===== config.mk =====
export PLATFORM = sky130hd
export DESIGN_NAME = bp_fpga_host_nbf_deser
export DESIGN_NICKNAME = d
export VERILOG_FILES = /design/src/rtl/bp_fpga_host_pkg.sv /design/src/rtl/bp_fpga_host_byte_shifter.sv /design/src/rtl/bp_one_fifo.sv /design/src/rtl/bp_fpga_host_nbf_deser.sv
export SDC_FILE = /design/constraint.sdc
export NUM_CORES = 1
export LEC_CHECK = 0
export BUFFER_PORTS_ARGS = -buffer_cell sky130_fd_sc_hd__buf_2
export CAP_MARGIN = 25
export CORE_MARGIN = 1
export CORE_UTILIZATION = 50
export CTS_BUF_LIST = sky130_fd_sc_hd__clkbuf_8
export CTS_CLUSTER_SIZE = 24
export DETAILED_ROUTE_END_ITERATION = 8
export PLACE_DENSITY = 0.7
export SYNTH_ARGS = -nofsm -noshare
export SYNTH_HDL_FRONTEND = slang
export SYNTH_HIERARCHICAL = 1
export SYNTH_SLANG_ARGS = --single-unit

===== constraint.sdc =====
create_clock -name clk_i -period 8.6 [get_ports clk_i]
set_input_delay 0.43 -clock clk_i [delete_from_list [all_inputs] [get_ports clk_i]]
set_output_delay 0.43 -clock clk_i [all_outputs]
set_load 0.1 [all_outputs]

===== src/rtl/bp_fpga_host_pkg.sv =====
// Shared types for the FPGA host inbound path: packet layout, deserialiser states, error bit positions.
// The packet struct is a macro because its field widths follow the instantiating module's parameters.
`ifndef BP_FPGA_HOST_PKG_SV
`define BP_FPGA_HOST_PKG_SV

`define DECLARE_BP_FPGA_HOST_NBF_S(op_w, addr_w, data_w) \
  typedef struct packed {                                \
    logic [data_w-1:0] data;                             \
    logic [addr_w-1:0] addr;                             \
    logic [op_w-1:0]   opcode;                           \
  } bp_fpga_host_nbf_s

package bp_fpga_host_pkg;

  typedef enum logic [1:0] {
    e_opcode = 2'd0,
    e_addr   = 2'd1,
    e_data   = 2'd2
  } bp_fpga_host_deser_state_e;

  localparam int err_overrun_idx_gp = 0;
  localparam int err_frame_idx_gp   = 1;
  localparam int err_timeout_idx_gp = 2;
  localparam int err_flags_width_gp = 3;

endpackage

`endif


===== src/rtl/bp_fpga_host_byte_shifter.sv =====
// Byte-indexed write register; data_o is the write-through view (stored bytes with this cycle's byte merged),
// so a field completed by the current byte can be consumed in the same cycle.
module bp_fpga_host_byte_shifter #(
  parameter int width_p     = 64,
  parameter int idx_width_p = 3
) (
  input  logic                   clk_i,
  input  logic                   reset_i,
  input  logic                   we_i,
  input  logic [idx_width_p-1:0] idx_i,
  input  logic [7:0]             byte_i,
  output logic [width_p-1:0]     data_o
);

  localparam int bytes_lp = width_p / 8;

  logic [width_p-1:0] data_q, data_d;

  always_comb begin
    data_d = data_q;
    for (int b = 0; b < bytes_lp; b++) begin
      if (we_i && (idx_i == idx_width_p'(b))) begin
        data_d[8*b +: 8] = byte_i;
      end
    end
  end

  always_ff @(posedge clk_i or posedge reset_i) begin
    if (reset_i) begin
      data_q <= '0;
    end else begin
      data_q <= data_d;
    end
  end

  assign data_o = data_d;

endmodule


===== src/rtl/bp_one_fifo.sv =====
// One-element FIFO with valid/yumi output; a dequeue and an enqueue may share a cycle.
// Latency 1 cycle; ready_o stays high while full if the consumer takes the entry this cycle.
module bp_one_fifo #(
  parameter int width_p = 8
) (
  input  logic               clk_i,
  input  logic               reset_i,
  input  logic [width_p-1:0] data_i,
  input  logic               v_i,
  output logic               ready_o,
  output logic [width_p-1:0] data_o,
  output logic               v_o,
  input  logic               yumi_i
);

  logic               full_q;
  logic [width_p-1:0] data_q;

  assign ready_o = ~full_q | yumi_i;
  assign v_o     = full_q;
  assign data_o  = data_q;

  always_ff @(posedge clk_i or posedge reset_i) begin
    if (reset_i) begin
      full_q <= 1'b0;
      data_q <= '0;
    end else if (v_i && ready_o) begin
      full_q <= 1'b1;
      data_q <= data_i;
    end else if (yumi_i) begin
      full_q <= 1'b0;
    end
  end

endmodule


===== src/rtl/bp_fpga_host_nbf_deser.sv =====
// Assembles UART bytes (opcode, addr LSB-first, data LSB-first) into NBF packets behind a one-entry valid/yumi buffer.
// Packet visible 1 cycle after its last byte; bytes cannot be stalled, so a completion into a full buffer is dropped as overrun.
module bp_fpga_host_nbf_deser
  import bp_fpga_host_pkg::*;
#(
  parameter int nbf_opcode_width_p = 8,
  parameter int nbf_addr_width_p   = 40,
  parameter int nbf_data_width_p   = 64,
  parameter int timeout_cycles_p   = 1048576
) (
  input  logic                                                         clk_i,
  input  logic                                                         reset_i,
  input  logic [7:0]                                                   byte_i,
  input  logic                                                         byte_v_i,
  input  logic                                                         frame_err_i,
  output logic [nbf_opcode_width_p+nbf_addr_width_p+nbf_data_width_p-1:0] nbf_o,
  output logic                                                         nbf_v_o,
  input  logic                                                         nbf_yumi_i,
  output logic                                                         error_o,
  output logic [err_flags_width_gp-1:0]                                err_flags_o,
  input  logic                                                         err_clr_i
);

  localparam int addr_bytes_lp = nbf_addr_width_p / 8;
  localparam int data_bytes_lp = nbf_data_width_p / 8;
  localparam int max_bytes_lp  = (addr_bytes_lp > data_bytes_lp) ? addr_bytes_lp : data_bytes_lp;
  localparam int cnt_width_lp  = $clog2(max_bytes_lp);
  localparam int tmo_width_lp  = $clog2(timeout_cycles_p);
  localparam int nbf_width_lp  = nbf_opcode_width_p + nbf_addr_width_p + nbf_data_width_p;

  `DECLARE_BP_FPGA_HOST_NBF_S(nbf_opcode_width_p, nbf_addr_width_p, nbf_data_width_p);

  bp_fpga_host_deser_state_e state_q, state_d;
  logic [cnt_width_lp-1:0]       cnt_q, cnt_d;
  logic [tmo_width_lp-1:0]       tmo_q, tmo_d;
  logic [nbf_opcode_width_p-1:0] opcode_q, opcode_d;
  logic [err_flags_width_gp-1:0] err_q, err_d, err_ev;

  logic byte_accept, tmo_hit, addr_last, data_last;
  logic opcode_we, addr_we, data_we, pkt_done;
  logic fifo_ready;

  logic [nbf_addr_width_p-1:0] addr_asm;
  logic [nbf_data_width_p-1:0] data_asm;
  bp_fpga_host_nbf_s           pkt_asm;
  logic [nbf_width_lp-1:0]     pkt_buf;

  // A byte arriving alongside a framing error is part of the corrupted stream and is dropped.
  assign byte_accept = byte_v_i & ~frame_err_i;
  assign addr_last   = (cnt_q == cnt_width_lp'(addr_bytes_lp - 1));
  assign data_last   = (cnt_q == cnt_width_lp'(data_bytes_lp - 1));
  assign tmo_hit     = (state_q != e_opcode) & ~byte_v_i
                     & (tmo_q == tmo_width_lp'(timeout_cycles_p - 1));

  always_ff @(posedge clk_i or posedge reset_i) begin
    if (reset_i) begin
      state_q <= e_opcode;
    end else begin
      state_q <= state_d;
    end
  end

  always_comb begin
    state_d = state_q;
    if (frame_err_i || tmo_hit) begin
      state_d = e_opcode;
    end else if (byte_accept) begin
      unique case (state_q)
        e_opcode: state_d = e_addr;
        e_addr:   state_d = addr_last ? e_data : e_addr;
        e_data:   state_d = data_last ? e_opcode : e_data;
        default:  state_d = e_opcode;
      endcase
    end
  end

  always_comb begin
    opcode_we = 1'b0;
    addr_we   = 1'b0;
    data_we   = 1'b0;
    pkt_done  = 1'b0;
    unique case (state_q)
      e_opcode: opcode_we = byte_accept;
      e_addr:   addr_we   = byte_accept;
      e_data: begin
        data_we  = byte_accept;
        pkt_done = byte_accept & data_last;
      end
      default: ;
    endcase
  end

  // Any state change (or abort) restarts the field byte index.
  always_comb begin
    cnt_d = cnt_q;
    if (frame_err_i || tmo_hit || (state_d != state_q)) begin
      cnt_d = '0;
    end else if (byte_accept && (state_q != e_opcode)) begin
      cnt_d = cnt_q + cnt_width_lp'(1);
    end
  end

  always_comb begin
    tmo_d = tmo_q + tmo_width_lp'(1);
    if ((state_d == e_opcode) || byte_v_i) begin
      tmo_d = '0;
    end
  end

  assign opcode_d = opcode_we ? byte_i : opcode_q;

  always_comb begin
    err_ev                     = '0;
    err_ev[err_overrun_idx_gp] = pkt_done & ~fifo_ready;
    err_ev[err_frame_idx_gp]   = frame_err_i;
    err_ev[err_timeout_idx_gp] = tmo_hit;
    err_d = (err_clr_i ? '0 : err_q) | err_ev;
  end

  always_ff @(posedge clk_i or posedge reset_i) begin
    if (reset_i) begin
      cnt_q    <= '0;
      tmo_q    <= '0;
      opcode_q <= '0;
      err_q    <= '0;
    end else begin
      cnt_q    <= cnt_d;
      tmo_q    <= tmo_d;
      opcode_q <= opcode_d;
      err_q    <= err_d;
    end
  end

  bp_fpga_host_byte_shifter #(
    .width_p     (nbf_addr_width_p),
    .idx_width_p (cnt_width_lp)
  ) addr_shifter (
    .clk_i   (clk_i),
    .reset_i (reset_i),
    .we_i    (addr_we),
    .idx_i   (cnt_q),
    .byte_i  (byte_i),
    .data_o  (addr_asm)
  );

  bp_fpga_host_byte_shifter #(
    .width_p     (nbf_data_width_p),
    .idx_width_p (cnt_width_lp)
  ) data_shifter (
    .clk_i   (clk_i),
    .reset_i (reset_i),
    .we_i    (data_we),
    .idx_i   (cnt_q),
    .byte_i  (byte_i),
    .data_o  (data_asm)
  );

  always_comb begin
    pkt_asm        = '0;
    pkt_asm.opcode = opcode_q;
    pkt_asm.addr   = addr_asm;
    pkt_asm.data   = data_asm;
  end

  bp_one_fifo #(
    .width_p (nbf_width_lp)
  ) out_buf (
    .clk_i   (clk_i),
    .reset_i (reset_i),
    .data_i  (pkt_asm),
    .v_i     (pkt_done),
    .ready_o (fifo_ready),
    .data_o  (pkt_buf),
    .v_o     (nbf_v_o),
    .yumi_i  (nbf_yumi_i)
  );

  assign nbf_o       = pkt_buf;
  assign err_flags_o = err_q;
  assign error_o     = |err_q;

endmodule

==> results.py, run 1 <==
metrics = {
    "sta": {
        "max_clock_freq_mhz": 373,
        "setup_violations": 0,
        "fin_worst_skew_ns": 0.0257,
        "hold_viol": 0,
        "setup_tns_ns": 0,
        "holdWs_ns": 0.125,
        "rsz0062_at_grt": "no",
        "final_max_slew_viol_count": 0,
        "relSlewSlack": 0.417,
        "worst_pin_slew_ns": 0.874,
        "fin_ws_ns": 5.92,
        "period_share": 0.312,
        "min_period_ns": 2.68,
    },
    "clock_tree": {
        "cts.sinks": 253,
        "cts_buffers": 42,
        "clk_latency_ns": 0.53,
        "cts_tree": "built",
        "path_clk_slew_ns": 0.06,
        "cts_htree_levels": 2,
        "cts.path.max_buffers": 3,
        "cts_root_buf": "clkbuf_8",
        "ctsResizeCount": 0,
    },
    "routing": {
        "via_per_inst": 5.23,
        "routed-wl-met2_um": 10500,
        "vias": 5764,
        "drtIter0Drc": 257,
        "routed_wl_um": 21200,
        "post_drt_wl_per_cell_um": 19.2,
        "first_pass_iters": 4,
        "drc": 0,
        "m1WireLength_um": 9440,
        "met3_length_um": 888,
        "maxUsedRoutingLayer": "met4",
        "ant_nets": 0,
    },
    "power_and_ir_drop": {
        "vdd_drop_max_mv": 0.157,
        "post-layout-total-power_mw": 2.41,
        "leakagePower_nw": 6.59,
        "p_per_area_nw_per_um2": 199,
    },
    "setup_path": {
        "reg2reg_from": "cnt_q[0]$_DFFE_PP0P_",
        "reg2reg_slack_ns": 5.92,
        "startpoint_type": "register",
        "critPathMaxStageDelay_ns": 0.60,
        "cp.arrival_ns": 3.08,
        "critPathMostFrequentCell": "ha_1",
        "path_class": "register to register",
        "path_cells": "ha_1 -> ha_1 -> and2_1 -> nand2_8 -> buf_16 -> mux2_2",
        "worst_path_max_delay_cell": "dfrtp_1",
        "crit_required_ns": 9.00,
        "rr_worst_depth": 6,
        "reg2reg_to": "out_buf/data_o[33]$_DFFE_PP0P_",
        "path_max_fanout": 88,
        "endpoint_kind": "register",
    },
    "place": {
        "portBuffers": 130,
        "gp_congestion": 0.804,
        "dp_cells": 1026,
        "dpl_worst_slack_ns": 5.51,
        "hpwl_um": 13200,
        "placed_area_um2": 11200,
    },
    "hold_path": {
        "hold_path_depth": 2,
        "hold_path_end": "err_flags_o[1]$_DFF_PP0_",
        "hp-class": "primary input to register",
        "worstHoldStart": "frame_err_i",
    },
    "finish": {
        "antenna_cells": 0,
        "final_cell_mix": "253 x dfrtp_1, 144 x mux2_2, 130 x buf_2",
        "area_growth_pct": 17.5,
        "nNetsFinal": 821,
        "design_area_um2": 12100,
        "fin_util": 0.599,
        "layoutNonFillerInstCount": 1102,
        "drive_above_1_share": 0.532,
        "final_common_cell": "dfrtp_1",
    },
    "global_routing": {
        "grt_antenna_before_repair": 0,
        "grt.total_usage": 0.207,
        "overflow": 0,
        "grt_pass1_vias": 6262,
        "grt_start_max_net_pins": 113,
        "grt_pass1_wl_um": 34500,
    },
    "floorplanning": {
        "pin_count": 131,
        "die_h_um": 146,
        "core_um2": 20200,
        "dieArea_um2": 21200,
        "start_util": 0.510,
        "rows": 52,
        "die_w_um": 146,
    },
    "flow_run": {
        "maxCapViolations": 0,
    },
    "run_status": {
        "status": "finished clean",
    },
    "synth": {
        "async_flop_share": 1.00,
        "netlist-cell-type-count": 45,
        "synthesis.area_um2": 10300,
        "seq_area_frac_synth": 0.613,
        "synth-edff-count": 0,
        "synthFlopType": "dfrtp_1",
        "synth_fp_nets": 663,
        "synth.yosys.warnings": 6,
        "ys_ff_latch": 253,
        "postSynthAreaPerCell_um2": 16.0,
        "synth_cells": 645,
    },
}
## sequential cells by signal, indices dropped and copies added (netlist names)
register,flops
out_buf/data_o,112
data_shifter/data_q,64
addr_shifter/data_q,40
tmo_q,20
opcode_q,8
cnt_q,3
err_flags_o,3
state_q,2
out_buf/v_o,1
## layout make-up
| cell class | count | area, um^2 |
|---|---|---|
| sequential | 253 | 6330 |
| inverter | 14 | 55.1 |
| fill | 1603 | 8110 |
| timing repair buffer | 139 | 741 |
| clock inverter | 16 | 116 |
| tap | 270 | 338 |
| multi-input combinational | 353 | 3760 |
| clock buffer | 57 | 785 |
## critical path: cells and delay by family, from the launching register on
family / cells / cell delay, ns
DFF: 1 / 0.60
adders and majority gates: 2 / 0.53
buffers and inverters: 1 / 0.49
and+or+nand+nor: 2 / 0.45
muxes: 1 / 0.41
## worst max path at each step
stage	startpoint	endpoint	slack (ns)	cells after the start
after detailed placement	frame_err_i	out_buf/data_o[77]$_DFFE_PP0P_	5.51	6
final	cnt_q[0]$_DFFE_PP0P_	out_buf/data_o[33]$_DFFE_PP0P_	5.92	6
after floorplan	reset_i	out_buf/data_o[0]$_DFFE_PP0P_	5.18	1
after global placement	frame_err_i	out_buf/data_o[6]$_DFFE_PP0P_	5.63	6
after global routing	cnt_q[1]$_DFFE_PP0P_	out_buf/data_o[36]$_DFFE_PP0P_	5.80	6
after CTS	state_q[0]$_DFF_PP0_	out_buf/data_o[63]$_DFFE_PP0P_	5.68	5
## kinds of logic (layout without fill, tap and decap cells)
family,after synthesis,after routing,share of synthesized area
compound gates,24,24,0.0156
fa+ha+maj,4,4,0.00485
flops,253,253,0.613
buf+inv,39,226,0.0239
simple gates,85,85,0.0549
mux,225,225,0.274
xor+xnor,15,15,0.0127
## cell usage after synthesis, types with 8 or more instances
master | instances | area, um^2
xnor2_1 | 10 | 87.6
mux2_4 | 80 | 1200
mux2_2 | 144 | 1620
a21oi_1 | 8 | 40.0
buf_2 | 11 | 55.1
nand2_1 | 8 | 30.0
buf_6 | 11 | 124
nor2_1 | 24 | 90.1
inv_1 | 14 | 52.6
dfrtp_1 | 253 | 6330
## per-layer routing
layer / up-vias / track usage
li1: 2606 / -
met2: 142 / 0.336
met1: 2989 / 0.280
met3: 27 / 0.0392
met5: - / 0
met4: 0 / 0.0747
## report_power, final
group / internal, mW / leakage (nW) / switching (mW) / total [mW]
clock: 0.647 / 0.508 / 0.459 / 1.11
combinational: 0.0253 / 2.59 / 0.0576 / 0.0829
sequential: 1.21 / 3.49 / 0.00925 / 1.22
## timing repair
action	in CTS	in global routing
hold endpoints to repair	1	0
hold buffers	1	0
buffers inserted	0	0
No activity file was read; power rests on OpenSTA's default activity.
==> run 2: changes to the inputs <==
ABC_AREA = 1   (was default)
PLACE_DENSITY = 0.73   (was 0.7)
clock period = 2.3 ns   (was 8.6 ns; I/O delays follow)
==> run 2 against run 1 <==
- combinational power rose to 4.0 times the previous value
- sequential power grew to 3.7 times the previous value
- fmax rose by 28%
- highest routed layer unchanged
==> results.py, run 2 <==
metrics = {
    "global_routing": {
        "overflow": 0,
        "grt.total_usage": 0.244,
        "grt_pass1_wl_um": 42400,
        "grt_start_max_net_pins": 115,
        "grt_antenna_before_repair": 0,
        "grt_pass1_vias": 8224,
    },
    "setup_path": {
        "path_max_fanout": 8,
        "startpoint_type": "register",
        "path_class": "register to register",
        "endpoint_kind": "register",
        "reg2reg_from": "state_q[1]$_DFF_PP0_",
        "reg2reg_to": "out_buf/data_o[98]$_DFFE_PP0P_",
        "reg2reg_slack_ns": 0.20,
        "crit_required_ns": 2.76,
        "cp.arrival_ns": 2.56,
        "rr_worst_depth": 10,
    },
    "finish": {
        "fin_util": 0.603,
        "fillCellCount": 1828,
        "final-seq-area_um2": 6330,
        "area_growth_pct": 16.7,
        "multi_input_area_um2": 3790,
        "drive_above_1_share": 0.201,
        "nNetsFinal": 1358,
        "largest_reg_flops": 112,
        "antenna_cells": 0,
        "final_common_cell": "nand2_1",
        "final_cell_mix": "548 x nand2_1, 253 x dfrtp_1, 190 x nand3_1",
    },
    "clock_tree": {
        "cts.path.max_buffers": 3,
        "cts_htree_levels": 2,
        "cts_tree": "built",
        "path_clk_slew_ns": 0.06,
        "cts_buffers": 41,
        "cts_setup_buffers": 0,
        "cts.sinks": 253,
        "cts_root_buf": "clkbuf_8",
        "clk_latency_ns": 0.53,
    },
    "power_and_ir_drop": {
        "switching_share": 0.227,
        "clock_power_share": 0.457,
        "combPwrFrac": 0.037,
        "p_per_area_nw_per_um2": 724,
        "leakagePower_nw": 7.10,
        "internal_power_mw": 6.94,
        "p_switching_mw": 2.04,
        "vdd_drop_max_mv": 0.406,
        "pwr-share-seq": 0.506,
    },
    "synth": {
        "seq_area_frac_synth": 0.596,
        "synthTopCellsByArea": "dfrtp_1 60%, nand2_1 19%, nand3_1 8.9%",
        "synthesis.area_um2": 10600,
        "yosysMostFrequentCell": "nand2_1",
        "async_flop_share": 1.00,
        "synthFlopType": "dfrtp_1",
        "netlist-cell-type-count": 30,
        "ys_ff_latch": 253,
        "synth_top_area_share": 0.596,
        "synth_fp_nets": 1217,
        "synth.yosys.warnings": 6,
        "yosysTopAreaCell": "dfrtp_1",
        "synth-edff-count": 0,
        "synthTopCellsByCount": "548 x nand2_1, 253 x dfrtp_1, 190 x nand3_1, 31 x inv_1",
        "postSynthAreaPerCell_um2": 8.86,
        "synth_cells": 1199,
    },
    "sta": {
        "rsz0062_at_grt": "no",
        "fin_worst_skew_ns": 0.0109,
        "final_max_slew_viol_count": 0,
        "max_clock_freq_mhz": 477,
        "period_share": 0.911,
        "setup_tns_ns": 0,
        "relSlewSlack": 0.492,
        "hold_viol": 0,
        "min_period_ns": 2.10,
        "worst_pin_slew_ns": 0.760,
        "setup_violations": 0,
    },
    "flow_run": {
        "maxCapViolations": 0,
    },
    "routing": {
        "first_pass_iters": 5,
        "drtIter0Drc": 540,
        "drc": 0,
        "via_per_inst": 5.13,
        "ant_nets": 0,
        "vias": 8411,
        "post_drt_wl_per_cell_um": 15.6,
        "routed_wl_um": 25600,
    },
    "hold_path": {
        "worstHoldStart": "byte_i[1]",
        "hold_path_end": "opcode_q[1]$_DFFE_PP0P_",
        "hold_path_depth": 3,
        "hp-class": "primary input to register",
    },
    "floorplanning": {
        "core_um2": 20600,
        "die_w_um": 148,
        "dieArea_um2": 21800,
        "die_h_um": 148,
        "start_util": 0.517,
        "pin_count": 131,
        "rows": 52,
    },
    "place": {
        "gp_congestion": 0.806,
        "portBuffers": 130,
        "hpwl_um": 16000,
    },
    "run_status": {
        "status": "finished clean",
    },
}
[run 2: cell count changes after synthesis, sizes merged, moves of 23 or more]
cell and change:
nand2 +551, mux2 -224, nand3 +186, nor2 +36, inv +29, buf +23
[run 2: worst max-delay path: stages (launching register included)]
cell and delay (ns):
dfrtp_1 0.40, inv_2 0.07, nor2_1 0.12, nand2_1 0.14, inv_1 0.12, nand2_1 0.13, nor2_1 0.58, nand2_1 0.14
nand2_1 0.12, nand3_1 0.08, nand2_1 0.14
[run 2: power groups by stage]
stage	Clock [mW]	Sequential (mW)	Combinational, mW
4_1_cts	4.18	4.54	0.334
3_5_place_dp	0	4.62	0.330
5_1_grt	4.40	4.55	0.367
2_1_floorplan	0	4.63	0.198
6_report	4.10	4.54	0.328
3_3_place_gp	0	4.62	0.323
[run 2: stage by stage]
step	hold WS (ns)	std cells	setup slack, ns	power, mW	area [um^2]
4_1_cts	0.00295	1641	0.180	9.05	12400
3_5_place_dp	0.282	1564	0.246	4.95	11500
3_3_place_gp	0.279	1564	0.291	4.94	11500
5_1_grt	0.0222	1641	0.0274	9.31	12400
6_report	0.0269	1641	0.204	8.98	12400
2_1_floorplan	0.210	1199	0.367	4.83	10600
[run 2: timing repair]
item | 4_1_cts | 5_1_grt
resized for setup | 0 | 1
hold buffers | 3 | 0
setup endpoints to repair | 0 | 5
hold endpoints to repair | 138 | 0
[run 2: layout make-up]
cell class / instances / share of cell area
Sequential cell: 253 / 0.510
Multi-Input combinational cell: 848 / 0.305
Timing Repair Buffer: 152 / 0.0714
Clock buffer: 55 / 0.0610
Tap cell: 270 / 0.0272
Inverter: 44 / 0.0139
Clock inverter: 19 / 0.0106
[run 2: cells by family after synthesis]
group | synth area share
and+or+nand+nor | 0.332
adders and majority gates | 0.00471
AOI/OAI and AO/OA | 0.00494
buffers and inverters | 0.0496
xor gates and xnor gates | 0.0132
DFF | 0.596
[run 2: per-layer routing]
metal | share of wire | global-route usage | vias to the layer above
met5 | 0 | 0 | -
met3 | 0.050 | 0.0420 | 35
met4 | 0.018 | 0.0758 | 0
met2 | 0.48 | 0.384 | 251
met1 | 0.45 | 0.346 | 4063
li1 | - | - | 4062
[run 2: worst max path at each step]
stage          slack (ns)                               to                     start  cells past startpoint
2_1_floorplan        0.37                          error_o  err_flags_o[0]$_DFF_PP0_                      2
3_3_place_gp         0.29  out_buf/data_o[107]$_DFFE_PP0P_      state_q[1]$_DFF_PP0_                     11
3_5_place_dp         0.25  out_buf/data_o[103]$_DFFE_PP0P_      state_q[1]$_DFF_PP0_                     11
4_1_cts              0.18   out_buf/data_o[98]$_DFFE_PP0P_      state_q[1]$_DFF_PP0_                     11
5_1_grt              0.03   out_buf/data_o[56]$_DFFE_PP0P_      state_q[1]$_DFF_PP0_                     11
6_report             0.20   out_buf/data_o[98]$_DFFE_PP0P_      state_q[1]$_DFF_PP0_                     10
==> run 3: changes to the inputs <==
ABC_AREA = default   (was 1)
PLACE_DENSITY = 0.74   (was 0.73)
SYNTH_HIERARCHICAL = default   (was 1)
==> run 3 against run 2 <==
- sequential share of layout area increased by 3.3 points
- critical endpoint is now cnt_q[2]$_DFFE_PP0P_
- sequential cell count decreased by 8
- sequential power decreased by 3%
- core utilization increased by 1.4 points
- highest routed layer unchanged
- largest cell class unchanged
- area after synthesis decreased by 11%
- first-iteration DRC count decreased by 41%
- register-to-register slack improved by 0.08 ns
- fmax increased by 4.0%
- clock power decreased by 15%
- power decreased by 8.6%
- critical path type unchanged
- wire length decreased by 22%
==> results.py, run 3 <==
metrics = {
    "floorplanning": {
        "start_util": 0.517,
        "rows": 49,
        "die_h_um": 139,
        "core_um2": 18300,
        "die_w_um": 139,
        "dieArea_um2": 19500,
        "pin_count": 131,
    },
    "global_routing": {
        "overflow": 0,
        "grt.total_usage": 0.218,
        "grt_pass1_wl_um": 33100,
        "grt_antenna_before_repair": 0,
        "grt_start_max_net_pins": 109,
        "grt_pass1_vias": 6283,
    },
    "setup_path": {
        "path_max_fanout": 6,
        "path_class": "register to register",
        "critPathMaxStageDelay_ns": 0.69,
        "cpLargestDelayFamily": "simple AND/OR/NAND/NOR gates",
        "cp.buffers_inverters": 0,
        "worst_path_max_delay_cell": "or4_1",
        "endpoint_kind": "register",
        "path_cells": "nand4_1 -> or4_1 -> o21bai_1 -> nor4b_1",
        "startpoint_type": "register",
        "crit_required_ns": 2.70,
        "cp.arrival_ns": 2.41,
    },
    "run_status": {
        "status": "finished clean",
    },
    "sta": {
        "worst_pin_slew_ns": 0.712,
        "setup_tns_ns": 0,
        "max_clock_freq_mhz": 496,
        "period_share": 0.876,
        "final_max_slew_viol_count": 0,
        "relSlewSlack": 0.526,
        "rsz0062_at_grt": "no",
        "min_period_ns": 2.02,
        "fin_worst_skew_ns": 0.0180,
        "holdWs_ns": 0.0346,
        "hold_viol": 0,
        "setup_violations": 0,
    },
    "finish": {
        "final_common_cell": "dfrtp_1",
        "drive_above_1_share": 0.326,
        "antenna_cells": 0,
        "final_cell_mix": "245 x dfrtp_1, 130 x buf_2, 87 x nand2_1",
        "largest_reg_flops": 112,
        "area_growth_pct": 19.3,
        "nNetsFinal": 900,
    },
    "synth": {
        "synth.yosys.warnings": 0,
        "yosysMostFrequentCell": "dfrtp_1",
        "synthFlopType": "dfrtp_1",
        "synth_cells": 719,
        "async_flop_share": 1.00,
        "seq_area_frac_synth": 0.649,
        "postSynthAreaPerCell_um2": 13.1,
        "yosysTopAreaCell": "dfrtp_1",
        "synth-edff-count": 0,
        "synthTopCellsByArea": "dfrtp_1 65%, mux2_2 9.3%, mux2_1 6.0%",
        "synth_top_area_share": 0.649,
        "synthTopCellsByCount": "245 x dfrtp_1, 87 x nand2_1, 78 x mux2_2, 50 x mux2_1, 34 x o2bb2ai_1",
        "synthesis.area_um2": 9450,
        "synth_fp_nets": 740,
        "netlist-cell-type-count": 44,
        "ys_ff_latch": 245,
    },
    "routing": {
        "routed_wl_um": 20000,
        "ant_nets": 0,
        "drtIter0Drc": 320,
        "vias": 6104,
        "first_pass_iters": 5,
        "via_per_inst": 5.36,
        "drc": 0,
        "post_drt_wl_per_cell_um": 17.6,
    },
    "clock_tree": {
        "cts_htree_levels": 2,
        "cts.path.max_buffers": 3,
        "cts_tree": "built",
        "ctsResizeCount": 0,
        "cts_buffers": 40,
        "cts.sinks": 245,
        "cts_root_buf": "clkbuf_8",
        "postCtsHoldBufs": 8,
        "path_clk_slew_ns": 0.06,
        "clk_latency_ns": 0.53,
        "cts_setup_buffers": 0,
    },
    "hold_path": {
        "hp-class": "primary input to register",
    },
    "power_and_ir_drop": {
        "vdd_drop_max_mv": 0.527,
        "p_per_area_nw_per_um2": 728,
        "leakagePower_nw": 5.89,
    },
    "flow_run": {
        "maxCapViolations": 0,
    },
    "place": {
        "hpwl_um": 12900,
        "portBuffers": 130,
        "gp_congestion": 0.790,
    },
}
[run 3: changes by cell type after synthesis, sizes merged, moves of 8 or more]
cell,delta
nand3,-176
o2bb2ai,+34
mux2,+128
nor2,-39
buf,-33
clkbuf,+19
nand2,-473
dfrtp,-8
inv,-26
o21ai,+59
[run 3: through the flow]
stage	utilization	worst slack (ns)	cell area (um^2)	cells	power [mW]
floorplan	-	-1.03	9450	719	4.67
global placement	0.572	0.338	10400	1058	4.77
detailed placement	0.572	0.281	10400	1058	4.78
CTS	0.617	0.288	11300	1138	8.32
global route	0.617	0.0968	11300	1138	8.55
finish	0.617	0.285	11300	1138	8.20
[run 3: power by group]
group	total (mW)	switching (mW)	internal (mW)
combinational	0.291	0.211	0.0801
clock	3.50	1.67	1.84
sequential	4.41	0.0270	4.38
[run 3: worst reg2reg max path, delay by kind of cell (launching register included)]
| kind | cells | cell delay [ns] |
|---|---|---|
| flip-flops | 1 | 0.41 |
| AND/OR/NAND/NOR | 3 | 1.02 |
| AO/OA/AOI/OAI | 1 | 0.46 |
[run 3: worst paths after layout]
kind | slack [ns] | endpoint | from | depth (start not counted)
setup / recovery | 0.28 | cnt_q[2]$_DFFE_PP0P_ | tmo_q[11]$_DFF_PP0_ | 4
hold / removal | 0.03 | data_shifter.data_q[14]$_DFF_PP0_ | byte_i[6] | 3
setup reg to reg | 0.28 | cnt_q[2]$_DFFE_PP0P_ | tmo_q[11]$_DFF_PP0_ | 4
hold reg to reg | 0.48 | addr_shifter.data_q[13]$_DFF_PP0_ | addr_shifter.data_q[13]$_DFF_PP0_ | 2
max in group asynchronous | 1.38 | out_buf.data_o[98]$_DFFE_PP0P_ | reset_i | 4
min in group asynchronous | 0.30 | addr_shifter.data_q[3]$_DFF_PP0_ | reset_i | 4
[run 3: kinds of logic (layout without fill, tap and decap cells)]
family,after synthesis,after routing,share of synthesized area
flip-flops,245,245,0.649
AND/OR/NAND/NOR,157,157,0.0771
multiplexers,129,129,0.154
AO/OA/AOI/OAI,111,111,0.0756
buffers and inverters,57,247,0.0237
XOR/XNOR,13,13,0.0120
adder cells (fa/ha/maj),7,7,0.00927
[run 3: cell type report]
cell class,count,area (um^2)
Tap cell,229,287
Clock buffer,46,633
Inverter,17,67.6
Timing Repair Buffer,158,931
Multi-Input combinational cell,417,3110
Fill cell,1447,7000
Clock inverter,26,118
Sequential cell,245,6130
[run 3: layer usage]
metal  wire [um]  vias to the layer above  track usage  part of all wire
met5           0                        -            0                 0
met4         487                        0       0.0836             0.024
met3         932                       35       0.0434             0.047
met2        9380                      138        0.343              0.47
met1        9190                     3081        0.302              0.46
li1            -                     2850            -                 -
